<file path="config.mk">
export PLATFORM = sky130hd
export DESIGN_NAME = sll_iter
export DESIGN_NICKNAME = d
export VERILOG_FILES = /design/src/rtl/sll_iter.sv
export SDC_FILE = /design/constraint.sdc
export NUM_CORES = 1
export LEC_CHECK = 0
export CORE_MARGIN = 2
export CORE_UTILIZATION = 41
export DETAILED_ROUTE_END_ITERATION = 8
export PLACE_DENSITY = 0.82
export SETUP_SLACK_MARGIN = 0.5
export SYNTH_ARGS = -nofsm -noshare
export SYNTH_HDL_FRONTEND = slang
export SYNTH_SLANG_ARGS = --single-unit
</file>
<file path="constraint.sdc">
create_clock -name clk -period 2 [get_ports clk]
set_input_delay 0.4 -clock clk [delete_from_list [all_inputs] [get_ports clk]]
set_output_delay 0.4 -clock clk [all_outputs]
set_load 0.03 [all_outputs]
</file>
<file path="src/rtl/sll_iter.sv">
// Multi-cycle left shifter: shifts a captured operand by up to STEP bits per cycle.
// Optional macro SLL_ROTATE_EN adds a rotate input selecting left rotate instead of shift.
module sll_iter #(
   parameter int unsigned N    = 32,
   parameter int unsigned STEP = 1
) (
   input  logic                 clk,
   input  logic                 rst_n,
   input  logic                 in_valid,
   output logic                 in_ready,
   input  logic [N-1:0]         in,
   input  logic [$clog2(N)-1:0] shamt,
   output logic                 out_valid,
   input  logic                 out_ready,
   output logic [N-1:0]         out
`ifdef SLL_ROTATE_EN
   ,
   input  logic                 rotate
`endif
);

   localparam int unsigned W = $clog2(N);

   localparam logic [1:0] S_IDLE  = 2'd0;
   localparam logic [1:0] S_SHIFT = 2'd1;
   localparam logic [1:0] S_DONE  = 2'd2;

   logic [1:0]   state_q, state_d;
   logic [N-1:0] data_q, data_d;
   logic [W-1:0] rem_q, rem_d;
   logic [W-1:0] k;
   logic [N-1:0] stepped;
   logic         accept;

`ifdef SLL_ROTATE_EN
   logic rot_q, rot_d;
`endif

   assign in_ready  = (state_q == S_IDLE) | ((state_q == S_DONE) & out_ready);
   assign out_valid = (state_q == S_DONE);
   assign out       = data_q;
   assign accept    = in_valid & in_ready;

   // STEP may exceed any representable rem, so compare at 32 bits before narrowing.
   always_comb begin
      if (32'(rem_q) < STEP) k = rem_q;
      else                   k = W'(STEP);
   end

   always_comb begin
      stepped = data_q << k;
`ifdef SLL_ROTATE_EN
      if (rot_q) stepped = (data_q << k) | (data_q >> (N - 32'(k)));
`endif
   end

   always_comb begin
      state_d = state_q;
      data_d  = data_q;
      rem_d   = rem_q;
`ifdef SLL_ROTATE_EN
      rot_d   = rot_q;
`endif
      case (state_q)
         S_IDLE: ;
         S_SHIFT: begin
            data_d  = stepped;
            rem_d   = rem_q - k;
            state_d = (rem_q == k) ? S_DONE : S_SHIFT;
         end
         S_DONE: if (out_ready) state_d = S_IDLE;
         default: state_d = S_IDLE;
      endcase
      // A new request in DONE retires the current result on the same edge.
      if (accept) begin
         data_d  = in;
         rem_d   = shamt;
         state_d = (shamt != '0) ? S_SHIFT : S_DONE;
`ifdef SLL_ROTATE_EN
         rot_d   = rotate;
`endif
      end
   end

   always_ff @(posedge clk or negedge rst_n) begin
      if (!rst_n) begin
         state_q <= S_IDLE;
         data_q  <= '0;
         rem_q   <= '0;
`ifdef SLL_ROTATE_EN
         rot_q   <= 1'b0;
`endif
      end else begin
         state_q <= state_d;
         data_q  <= data_d;
         rem_q   <= rem_d;
`ifdef SLL_ROTATE_EN
         rot_q   <= rot_d;
`endif
      end
   end

endmodule

</file>
## Word level (Yosys, flattened, before mapping)

Cells that the tools add are included.

| word-level totals | value |
|---|---|
| register bits after elaboration | 39 |
| bits of input ports | 41 |
| output and inout bits | 34 |

| cells by class | value |
|---|---|
| bitwise logic cells | 3 |
| $add $sub $neg | 1 |
| shifts and indexed selects | 1 |
| reduce and logical (&&, ||, !) cells | 4 |
| equal/unequal tests | 5 |
| mux-type cells | 10 |
| order comparisons | 1 |

Operators by type and width:

| operator | count |
|---|---|
| two-way mux 32 bit | 2 |
| << shifter 32 x 5 -> 32 bit | 1 |
| two-way mux 5 bit | 3 |
| two-way mux 2 bit | 4 |
| case mux 2 bit (3 select lines) | 1 |
| == test 5 bit | 1 |
| < comparator 5 x 1 -> 1 bit (second input constant) | 1 |
| nonzero test 5 bit | 1 |
| subtractor 5 bit | 1 |
| inequality test 3 x 1 -> 1 bit (second input constant) | 1 |
| AND 1 bit | 2 |
| == test 2 x 1 -> 1 bit (second input constant) | 1 |
| == test 2 bit (second input constant) | 1 |
| zero test 2 bit | 1 |
| inequality test 2 bit (second input constant) | 1 |
| AND reduction 2 bit | 1 |
| nonzero test 2 bit | 1 |
| bitwise OR 1 bit | 1 |

## Longest topological paths before layout

Gate-level depths: netlist (run 1).

| logic depth | value |
|---|---|
| depth after elaboration | 6 |
| gate-level depth with buffers | 6 |
| gate-level depth less buffers | 6 |

## Least setup slack after synthesis (run 1)

OpenSTA, ideal clock, no wires.

| timing | value |
|---|---|
| path type | reg-to-reg |
| from | register rem_q[1] |
| to | register rem_q[4] |
| arrival time | 1828 ps |
| cell stages (with the launch flop) | 7 |
| setup time | 90 ps |
| path slack | 82 ps |
| path buffers | 0 |
| path through | dfrtp_1 > nor4_1 > or2_2 > ha_1 > or4b_4 > or3_1 > o221ai_1 |

| on the way | value |
|---|---|
| word-level cells in the longest chain between the ends | 5 |

RTL lines:

| element | RTL line | source |
|---|---|---|
| from (decl) | 30 | `logic [W-1:0] rem_q, rem_d;` |
| from (signal assigned) | 96 | `rem_q <= rem_d;` |
| < comparator 5 x 1 -> 1 bit | 46 | `if (32'(rem_q) < STEP) k = rem_q;` |
| two-way mux 5 bit | 46 |  |
| subtractor 5 bit * | 68 | `rem_d = rem_q - k;` |
| two-way mux 5 bit * | 64 | `case (state_q)` |
| two-way mux 5 bit * | 75 | `if (accept) begin` |

Every way passes the cells marked *; elsewhere a longest branch is shown, timed or not. The select of a mux whose other input is x is not followed.
A chain may end at the register's enable or synchronous reset.

## Worst setup path in the final report (run 1)

Same ends and word-level chain as after synthesis.

==> results.txt, run 1 <==
* Outcome: completed
* Port buffer count: 74
- Counting the fill cells in the layout gives 413.
- Using the TritonRoute via totals, the vias-per-cell ratio works out to 6.181.
* Number of antenna violations at the first check in global routing: 0
- In the final routed layout, each cell accounts on average for 20.60 microns.
- Of the available clock period, the critical path in the final layout requires 93.29%.
* Chain of cells forming the critical path: nor4_4 -> or2_4 -> ha_4 -> or4b_4 -> or3_4 -> o221ai_2
- Once layout is complete, the cells apart from fillers number 375.
- The initial utilization of the core area, before any placement, comes to 42.92%.
- Endpoints failing setup: 0
* Final-layout worst hold slack: 0.1518 ns
- For this run, the number of Yosys warnings is 0.
* Placement Rows: 26
* N_diodes: 0
* Post-Syn Instances: 207
- Timing startpoint of the critical path: rem_q[1]$_DFFE_PN0P_
* Crit path max fanout: 3
* Max Slew Vio Count: 0
* Latest clock arrival within the worst-skew pair: 0.30 ns
- The number of clock buffers added by TritonCTS is 5.
* Number of vias after detailed routing: 2318
- Global-route wire length before repair: 11.77 mm
- Synth Register Bits: 39
* Largest clock skew in the final design: 0.002563 ns
* RSZ-0062 raised after global routing: true
* Yosys cell types: 38
- Synthesis produced a netlist with a net count of 249.
* Cell area after technology mapping: 2206 sq um
- For this run, the detailed router's first-pass iteration total came to 4.
- Reg-to-Reg Start: rem_q[1]$_DFFE_PN0P_
* Min-delay worst type: in -> async
* Count of routing violations after the opening detailed-route iteration: 141
- Die extent in x: 77.35 microns
- Entering global routing, the biggest net connects 40 pins.
- Area growth from synthesis to final layout: 60.29%
- At the worst endpoint, the arrival time is 2.09 ns.
- Kind of end point of the critical path: flip-flop
- Area share of the largest cell type after synthesis: 44.24%
- The slowest stage of the critical path belongs to the cell or4b_4.
- In this run the deepest clock path goes through 2 buffers.
- Clock tree synthesis found a total of 39 sinks.
- Worst Tran Pin Value: 0.5160 ns
- The clock tree synthesis step divided the H-tree into 2 levels.
- Total power divided by cell area: 1841 nW/um^2
- Total gr overflow: 0
* VDD IR-drop max: 838.4 uV
* Core area: 5140 sq um
- Aggregate routed wire length: 7.724 mm
- Count of pins on the block boundary: 75
- Seq/Total Area, Yosys: 44.24%
* Critical path launch point type: flip-flop
* Final hold vios: 0
- Number of nets at the end of the flow: 346
* Peak Freq: 0.5360 GHz
* Cell at the root of the clock tree: clkbuf_8
- Remaining antenna violation count after routing: 0
* Largest area contributor in the netlist: dfrtp_1
- Via count of the first global-routing pass: 2259
- In this run the static leakage power is 1.435 nW.
* Number of DRC violations after detailed routing: 0
* Stage delay of the slowest cell on the critical path: 0.50 ns
- A synthesized cell averages 10.66 sq um.
- Clock transition at the register clock pins on the worst setup and hold paths after CTS: 0.08 ns
- CTS tree: built
- Final weighted congestion of routability-driven global placement: 0.8385
- Measured against its own limit, the worst slew margin works out to 65.60%.
* Overall fraction of global-route tracks in use: 25.09%
- Number of placed instances with taps included: 348
- Dominant cells by area after synthesis: dfrtp_1 44%, o311a_1 13%, a211o_1 12%
- Max-cap viol count: 0
- Required time of the worst setup path: 2.22 ns
- The worst path needs 1.866 ns of the cycle, external delays included.
* Die Span Y: 77.35 microns
- The die covers 5983 sq um.
- The worst setup path is of the reg -> reg kind.
- Share of cells above drive strength 1: 32.13%
- Once detailed placement completed, the half-perimeter wirelength came to 4.339 mm.
-- where the power goes --
part	leakage [nW]	internal [W]	switching, W
registers	0.439	0.00120	0.000390
logic	0.945	0.00199	0.00232
clock network	0.0505	0.000314	0.000299
-- flip-flops by register name (all words and copies together), names as in the netlist --
signal,cells
state_q,2
out,32
rem_q,5
-- worst paths after layout --
check                                         end  slack, ns  cells past startpoint
setup reg to reg             rem_q[4]$_DFFE_PN0P_       0.13                      6
min in group clk           state_q[1]$_DFFE_PN0P_       0.55                      3
hold / removal                 out[4]$_DFFE_PN0P_       0.15                      2
hold reg to reg               out[13]$_DFFE_PN0P_       0.57                      1
max in group asynchronous    rem_q[2]$_DFFE_PN0P_       1.46                      2
setup / recovery             rem_q[4]$_DFFE_PN0P_       0.13                      6
-- layout by cell type (no fill, tap or decap), types with 5 or more instances in the layout --
master	n
clkbuf_8	7
clkdlybuf4s15_1	13
inv_1	5
buf_6	17
or3_1	29
o311a_1	29
clkbuf_2	19
buf_4	18
a211o_1	29
dfrtp_1	37
clkdlybuf4s50_1	37
-- cell usage after synthesis (all sizes together) --
cell,instances
a21oi,2
a221o,2
and2,2
and2b,1
a211o,29
o2bb2ai,2
nor3b,2
inv,5
o22ai,2
a22oi,2
buf,13
o211ai,2
o221ai,2
or4b,1
nor2b,2
a31oi,2
or2,4
a311oi,1
nor4,2
dfrtp,39
o32ai,1
clkbuf,12
nand2b,4
o21ai,2
ha,1
a31o,1
nor2,3
o311a,29
nor3,5
or3,31
or4,1
-- repair_timing --
item                       CTS  global route
setup buffers                6             5
resized for setup           75            60
cloned                       5             3
hold buffers                 0             0
pin swaps                   37             9
setup endpoints to repair   72            69
-- cells by family after synthesis --
kind of cell	after synthesis	synth area share (%)
buf+inv	30	6.353
flops	39	44.24
fa+ha+maj	1	0.5671
compound gates	79	31.76
simple gates	58	17.07
-- metal layers --
metal / share of wire, % / track usage [%] / wire length, microns
met5: 0 / 0 / 0
met4: 2.5 / 9.643 / 193
met3: 6.7 / 5.349 / 515
met2: 49 / 39.83 / 3780
met1: 42 / 33.71 / 3235
-- critical path: cells and delay by family, from the launching register on --
family	cells	cell delay (ns)
adder cells (fa/ha/maj)	1	0.16
flip-flops	1	0.42
AO/OA/AOI/OAI	1	0.06
AND/OR/NAND/NOR	4	1.15
-- per-stage QoR --
| step | utilization (%) | total power [W] | area [sq um] | setup TNS [ns] | setup slack [ns] |
|---|---|---|---|---|---|
| floorplan | - | 0.003855 | 2246 | 0 | 0.1157 |
| detailed placement | 61.25 | 0.005251 | 3148 | -0.03482 | -0.01596 |
| global placement | 61.25 | 0.005176 | 3148 | 0 | 0.004852 |
| CTS | 66.72 | 0.006070 | 3430 | 0 | 0.1108 |
| finish | 68.79 | 0.006510 | 3536 | 0 | 0.1343 |
| global route | 68.79 | 0.006839 | 3536 | 0 | 0.09366 |
-- cell type report --
cell class | count | area (sq um) | area share (%)
timing repair buffer | 115 | 1115 | 31.53
tap | 70 | 87.58 | 2.477
sequential | 39 | 978.4 | 27.67
clock inverter | 1 | 7.507 | 0.2123
multi-input combinational | 138 | 1232 | 34.85
inverter | 5 | 18.77 | 0.5308
clock buffer | 7 | 96.34 | 2.725
(Power assumes the default switching activity.)
==> run 2, diff against run 1 <==
--- a/config.mk
+++ b/config.mk
@@ -5,7 +5,6 @@
 export SDC_FILE = /design/constraint.sdc
 export NUM_CORES = 1
 export LEC_CHECK = 0
-export CORE_MARGIN = 2
 export CORE_UTILIZATION = 41
 export DETAILED_ROUTE_END_ITERATION = 8
 export PLACE_DENSITY = 0.82
==> run 2 against run 1 <==
  * Register-to-register slack lost 0.03 ns
  * Critical endpoint unchanged
  * Largest cell class unchanged
  * Critical path type unchanged
  * Fmax shrank 1.8%
  * Clock skew grew 0.0057 ns
  * Highest routed layer unchanged
==> results.txt, run 2 (synthesis results as in run 1) <==
* Outcome: completed
* Setup total negative slack: 0 ns
- The slowest stage of the critical path is the or4b_4 cell.
- Measured against its own limit, the worst slew margin works out to 58.59%.
- Final weighted congestion of routability-driven global placement: 0.8150
- Net switching is 46.00% of the power.
* Largest clock skew in the final design: 0.008287 ns
- Sink Count: 39
- The max-slew violation count was 0.
- The area growth from synthesis to layout is 59.78%.
- CTS tree: built
- Summed over all layers, the global routing overflow is 0.
- Top library cells by usage in the layout, fill and taps aside: 37 x clkdlybuf4s50_1, 35 x dfrtp_1, 31 x or3_1
- Max-cap violations in this run came to 0.
- Setup repair after global routing could not meet its margin everywhere.
- Placed Area: 3131 sq um
* Reg power frac: 24.8%
- R2r setup slk: 0.10 ns
* Post-DP HPWL: 4.308 mm
- Peak Freq: 0.5265 GHz
- The post-route netlist has 30.36% of its cells at a drive strength greater than 1.
- Endpoints failing setup: 0
* Critical path launch point type: flip-flop
- The detail route stage leaves a number of antenna-violating nets equal to 0.
* Internal power of the cells: 0.003472 W
- Of the total power, the clock network draws 8.4%.
- Summed over all layers, the routed wires come to 7.484 mm.
- Final-layout worst hold slack: 0.1031 ns
* Die extent in x: 75.35 microns
- The register with the most flip-flops in the layout has 32 of them.
- For the finished layout, the period the worst path requires is 1.899 ns.
- Excluding fillers, the count of instances in the completed layout stands at 373.
- Port buffer count: 74
* Maximum buffer depth of the clock tree: 2
- Number of vias after detailed routing: 2364
- Cell at the root of the clock tree: clkbuf_8
* Final hold vios: 0
- Portion of the clock cycle consumed by the worst path in the final layout: 94.97%
- The detailed router finished its first iteration with 213 violations.
- Overall die area: 5678 sq um
* Number of placed instances with taps included: 344
- Via count of the first global-routing pass: 2324
- Summed over all cells, the static leakage comes to 1.420 nW.
- CTS Buf Count: 5
* Clock transition at the register clock pins on the worst setup and hold paths after CTS: 0.08 ns
- For the worst-skew pair, the clock arrives at the later sink with an insertion delay of 0.30 ns.
* Stage delay of the slowest cell on the critical path: 0.51 ns
- Starting utilization of the core area: 42.92%
- Commonest non-fill, non-tap cell in the layout: clkdlybuf4s50_1
- Counting cells, the worst reg-to-reg path comes to 6.
* Placement Rows: 26
- For this design the total switching power over the nets is 0.002958 W.
- Core area: 5140 sq um
- Data on the critical path is required at its endpoint by 2.22 ns.
- Number of antenna violations at the first check in global routing: 0
* Die Span Y: 75.35 microns
- The worst setup path is of the reg -> reg kind.
- The number of antenna diodes in the final layout is 0.
* Gate power share: 66.8%
- After clock tree synthesis, the flow added hold-fix buffers numbering 0.
- In the final design database the tool counted 344 nets.
- Pin placement for this block handled 75 I/O pins.
* Worst endpoint data arrival time: 2.12 ns
- Crit path max fanout: 3
- At the pin with the least slew margin, the transition time is 0.6211 ns.
- Chain of cells forming the critical path: nor4_4 -> or2_4 -> ha_4 -> or4b_4 -> or3_1 -> o221ai_2
- Kind of end point of the critical path: flip-flop
- Via count normalized by instance count: 6.338
* First-pass DRT Iterations: 5
* Min-delay worst type: in -> async
* Number of DRC violations after detailed routing: 0
- Total power divided by cell area: 1824 nW/um^2
- Entering global routing, the biggest net connects 31 pins.
- Global routing consumed, over all layers together, 27.96% of the routing resources.
- VDD IR-drop max: 929.8 uV
- The finished cells cover 3525 sq um.
- Global-route wire length before repair: 11.66 mm
* Power after layout: 0.006430 W
- Dividing the detail-routed wire length by the instance count gives 20.06 microns.
- The clock tree synthesis step divided the H-tree into 2 levels.
==> run 2: cell types whose count changed in the layout (fill, tap and decap cells not counted), moves of 3 or more <==
cell,before,now
buf_4,18,21
buf_12,3,6
buf_6,17,8
clkbuf_2,19,16
==> run 2: per-layer routing <==
metal  track usage [%]  up-vias  wire length [microns]
li1                  -     1039                      -
met1             37.49     1156                   3110
met5                 0        -                      0
met3             4.762       28                    592
met2             44.15      141                   3542
met4             13.58        0                    239
==> run 2: worst paths after layout <==
path                                      startpoint                   end
worst max register to register  rem_q[3]$_DFFE_PN0P_  rem_q[4]$_DFFE_PN0P_
min in group clk                  out[3]$_DFFE_PN0P_    out[3]$_DFFE_PN0P_
worst min register to register    out[3]$_DFFE_PN0P_    out[3]$_DFFE_PN0P_
worst min-delay path                           rst_n    out[5]$_DFFE_PN0P_
max in group asynchronous                      rst_n   out[12]$_DFFE_PN0P_
worst max-delay path            rem_q[3]$_DFFE_PN0P_  rem_q[4]$_DFFE_PN0P_
==> run 2: area by class of cell <==
class                      count  area, sq um
multi-input combinational    138         1206
sequential                    39        980.9
tap                           70        87.58
clock buffer                   7        76.32
timing repair buffer         113         1150
clock inverter                 1        5.005
fill                         413         1615
inverter                       5        18.77
==> run 2: power by group through the flow <==
stage / combinational [W] / sequential (W) / clock, W
3_5_place_dp: 0.00365 / 0.00159 / 0
2_1_floorplan: 0.00169 / 0.00216 / 0
3_3_place_gp: 0.00358 / 0.00159 / 0
4_1_cts: 0.00407 / 0.00158 / 0.000542
6_report: 0.00430 / 0.00159 / 0.000540
5_1_grt: 0.00455 / 0.00163 / 0.000580
==> run 2: timing repair <==
action	CTS	global route
endpoints found under the setup margin	73	67
pin swaps	11	15
gates resized for setup	77	52
endpoints found under the hold margin	0	0
gates cloned	5	1
buffers inserted	9	6
==> run 2: critical path, delay by kind of cell, from the launching register on <==
kind / cells / cell delay [ns]
AND/OR/NAND/NOR: 4 / 1.20
flip-flops: 1 / 0.40
AO/OA/AOI/OAI: 1 / 0.07
adder cells (fa/ha/maj): 1 / 0.16
==> run 2: per-stage QoR <==
stage / util (%) / setup slack [ns]
5_1_grt: 68.57 / 0.07335
3_5_place_dp: 60.91 / -0.007629
3_3_place_gp: 60.91 / 0.03353
4_1_cts: 67.77 / 0.1257
6_report: 68.57 / 0.1006
2_1_floorplan: - / 0.1157
==> run 3, diff against run 2 <==
--- a/config.mk
+++ b/config.mk
@@ -9,6 +9,8 @@
 export DETAILED_ROUTE_END_ITERATION = 8
 export PLACE_DENSITY = 0.82
 export SETUP_SLACK_MARGIN = 0.5
+export SKIP_CTS_REPAIR_TIMING = 1
 export SYNTH_ARGS = -nofsm -noshare
 export SYNTH_HDL_FRONTEND = slang
 export SYNTH_SLANG_ARGS = --single-unit
+export TNS_END_PERCENT = 10
==> run 3 against run 2 <==
  * Global-route usage shrank 5.2 points
  * Hold slack gained 0.044 ns
  * Utilization shrank 4.6 points
  * Sequential power is essentially flat
  * Critical endpoint unchanged
==> results.txt, run 3 (synthesis results as in run 1) <==
- Cell family with most CP delay: simple AND/OR/NAND/NOR gates
- The total count of hold-check failures in the final report came to 0.
* Via count normalized by instance count: 6.017
- CP Buf/Inv Count: 0
* Endpoints failing setup: 0
* Sink Count: 39
- Pin placement for this block handled 75 I/O pins.
- Reg-to-Reg Start: rem_q[4]$_DFFE_PN0P_
* Stage delay of the slowest cell on the critical path: 0.50 ns
- Aggregate routed wire length: 6.225 mm
* Crit path max fanout: 3
* Remaining antenna violation count after routing: 0
* Master of the slowest instance on the critical path: or4b_4
- Portion of the clock cycle consumed by the worst path in the final layout: 95.50%
- The number of placed instances, taps included, is 346.
- Pre-CTS WS: 0.03745 ns
* R2r setup slk: 0.09 ns
- Summed over all nets, the half-perimeter wirelength after detailed placement is 4.070 mm.
- Max reg flops: 32
- For the pin with the worst max-slew slack, the measured transition is 0.5131 ns.
* VDD IR-drop max: 888.8 uV
* Core area: 5140 sq um
- Cells with a size suffix above 1 make up 17.93% of the layout.
* Min-delay worst type: in -> async
- Classification of the worst setup path: reg -> reg
- In the final layout, the multi-input gates occupy 1152 sq um.
* Worst endpoint data arrival time: 2.13 ns
- Outcome: completed
* Total power divided by cell area: 1776 nW/um^2
* Final Worst Setup Slack: 0.09003 ns
- Required time of the worst setup path: 2.22 ns
* Count of routing violations after the opening detailed-route iteration: 188
- Placement Rows: 26
- The worst setup path is launched from a flip-flop.
- In this run the number of H-tree levels came out at 2.
* Die Span Y: 75.35 microns
* Max-cap viol count: 0
* Number of vias after detailed routing: 2166
- Final Cell Area: 3289 sq um
* Timing startpoint of the critical path: rem_q[4]$_DFFE_PN0P_
- The clock passes through at most 2 buffers.
- In this run the clock root is driven by a clkbuf_8.
* Via count of the first global-routing pass: 2046
- Min Tclk post-route: 1.910 ns
- The sequential cells in the finished layout cover a total of 979.7 sq um.
- Max Slew Vio Count: 0
* Latest clock arrival within the worst-skew pair: 0.30 ns
- Chain of cells forming the critical path: nor4_4 -> or2_4 -> ha_4 -> or4b_4 -> or3_4 -> o221ai_2
- In this run the horizontal extent of the chip is 75.35 microns.
* First-pass DRT Iterations: 4
* Number of nets at the end of the flow: 331
- Entering global routing, the biggest net connects 40 pins.
* RSZ-0062 raised after global routing: true
- Peak Freq: 0.5236 GHz
* Number of antenna violations at the first check in global routing: 0
- The filler cells instantiated in the layout total 455.
- TritonCTS built the clock tree.
- Total gr overflow: 0
* Overall fraction of global-route tracks in use: 22.79%
- Area growth from synthesis to final layout: 49.12%
* Global-route wire length before repair: 9.901 mm
- Top library cells by usage in the layout, fill and taps aside: 67 x clkdlybuf4s50_1, 36 x dfrtp_1, 30 x or3_1
* Worst rel slew slack: 65.79%
- Port buffer count: 74
- Power after layout: 0.005842 W
* N_diodes: 0
* Starting utilization of the core area: 42.92%
- Post-DR wirelength/cell: 17.29 microns
* CTS Buf Count: 5
- In this run the static leakage power is 1.314 nW.
* Final weighted congestion of routability-driven global placement: 0.8555
- Kind of end point of the critical path: flip-flop
* Largest clock skew in the final design: 0.007693 ns
- Clock transition at the register clock pins on the worst setup and hold paths after CTS: 0.08 ns
- For the final routed database, the setup TNS stands at 0 ns.
- Post-route non-filler standard cell count: 360
* Overall die area: 5678 sq um
- Placed Area: 3126 sq um
- Commonest non-fill, non-tap cell in the layout: clkdlybuf4s50_1
- After detailed routing, the number of remaining DRC violations is 0.
## run 3: final cells by class
class,count,share of cell area (%)
Timing Repair Buffer,100,29.48
Multi-Input combinational cell,138,35.03
Sequential cell,39,29.78
Clock inverter,1,0.1521
Clock buffer,7,2.320
Tap cell,70,2.663
Inverter,5,0.5706
## run 3: worst reg2reg max path: stages (launching register included)
cell	delay (ns)
dfrtp_1	0.43
nor4_4	0.05
or2_4	0.24
ha_4	0.15
or4b_4	0.50
or3_4	0.40
o221ai_2	0.06
## run 3: report_power, final
part	leakage [nW]	internal (W)	switching, W
Sequential	0.438	0.00120	0.000388
Clock	0.0422	0.000245	0.000274
Combinational	0.834	0.00175	0.00198
## run 3: final timing paths
path	to	cells past startpoint
min reg2reg	out[27]$_DFFE_PN0P_	1
max	rem_q[4]$_DFFE_PN0P_	6
min	out[6]$_DFFE_PN0P_	2
max reg2reg	rem_q[4]$_DFFE_PN0P_	6
min in group clk	out[27]$_DFFE_PN0P_	1
max in group asynchronous	rem_q[1]$_DFFE_PN0P_	2
## run 3: layer usage
layer | global-route usage, % | share of wire (%) | wire, microns | vias up
met5 | 0 | 0 | 0 | -
met4 | 5.556 | 1.3 | 82 | 0
met3 | 4.497 | 5.6 | 347 | 8
met2 | 36.61 | 48 | 3015 | 82
met1 | 31.92 | 45 | 2779 | 1081
li1 | - | - | - | 995
## run 3: per-stage QoR
| step | utilization [%] | hold WS, ns |
|---|---|---|
| finish | 64.00 | 0.1469 |
| floorplan | - | 0.1044 |
| global route | 64.00 | 0.1939 |
| global placement | 60.81 | 0.4910 |
| CTS | 62.39 | 0.1696 |
| detailed placement | 60.81 | 0.4887 |
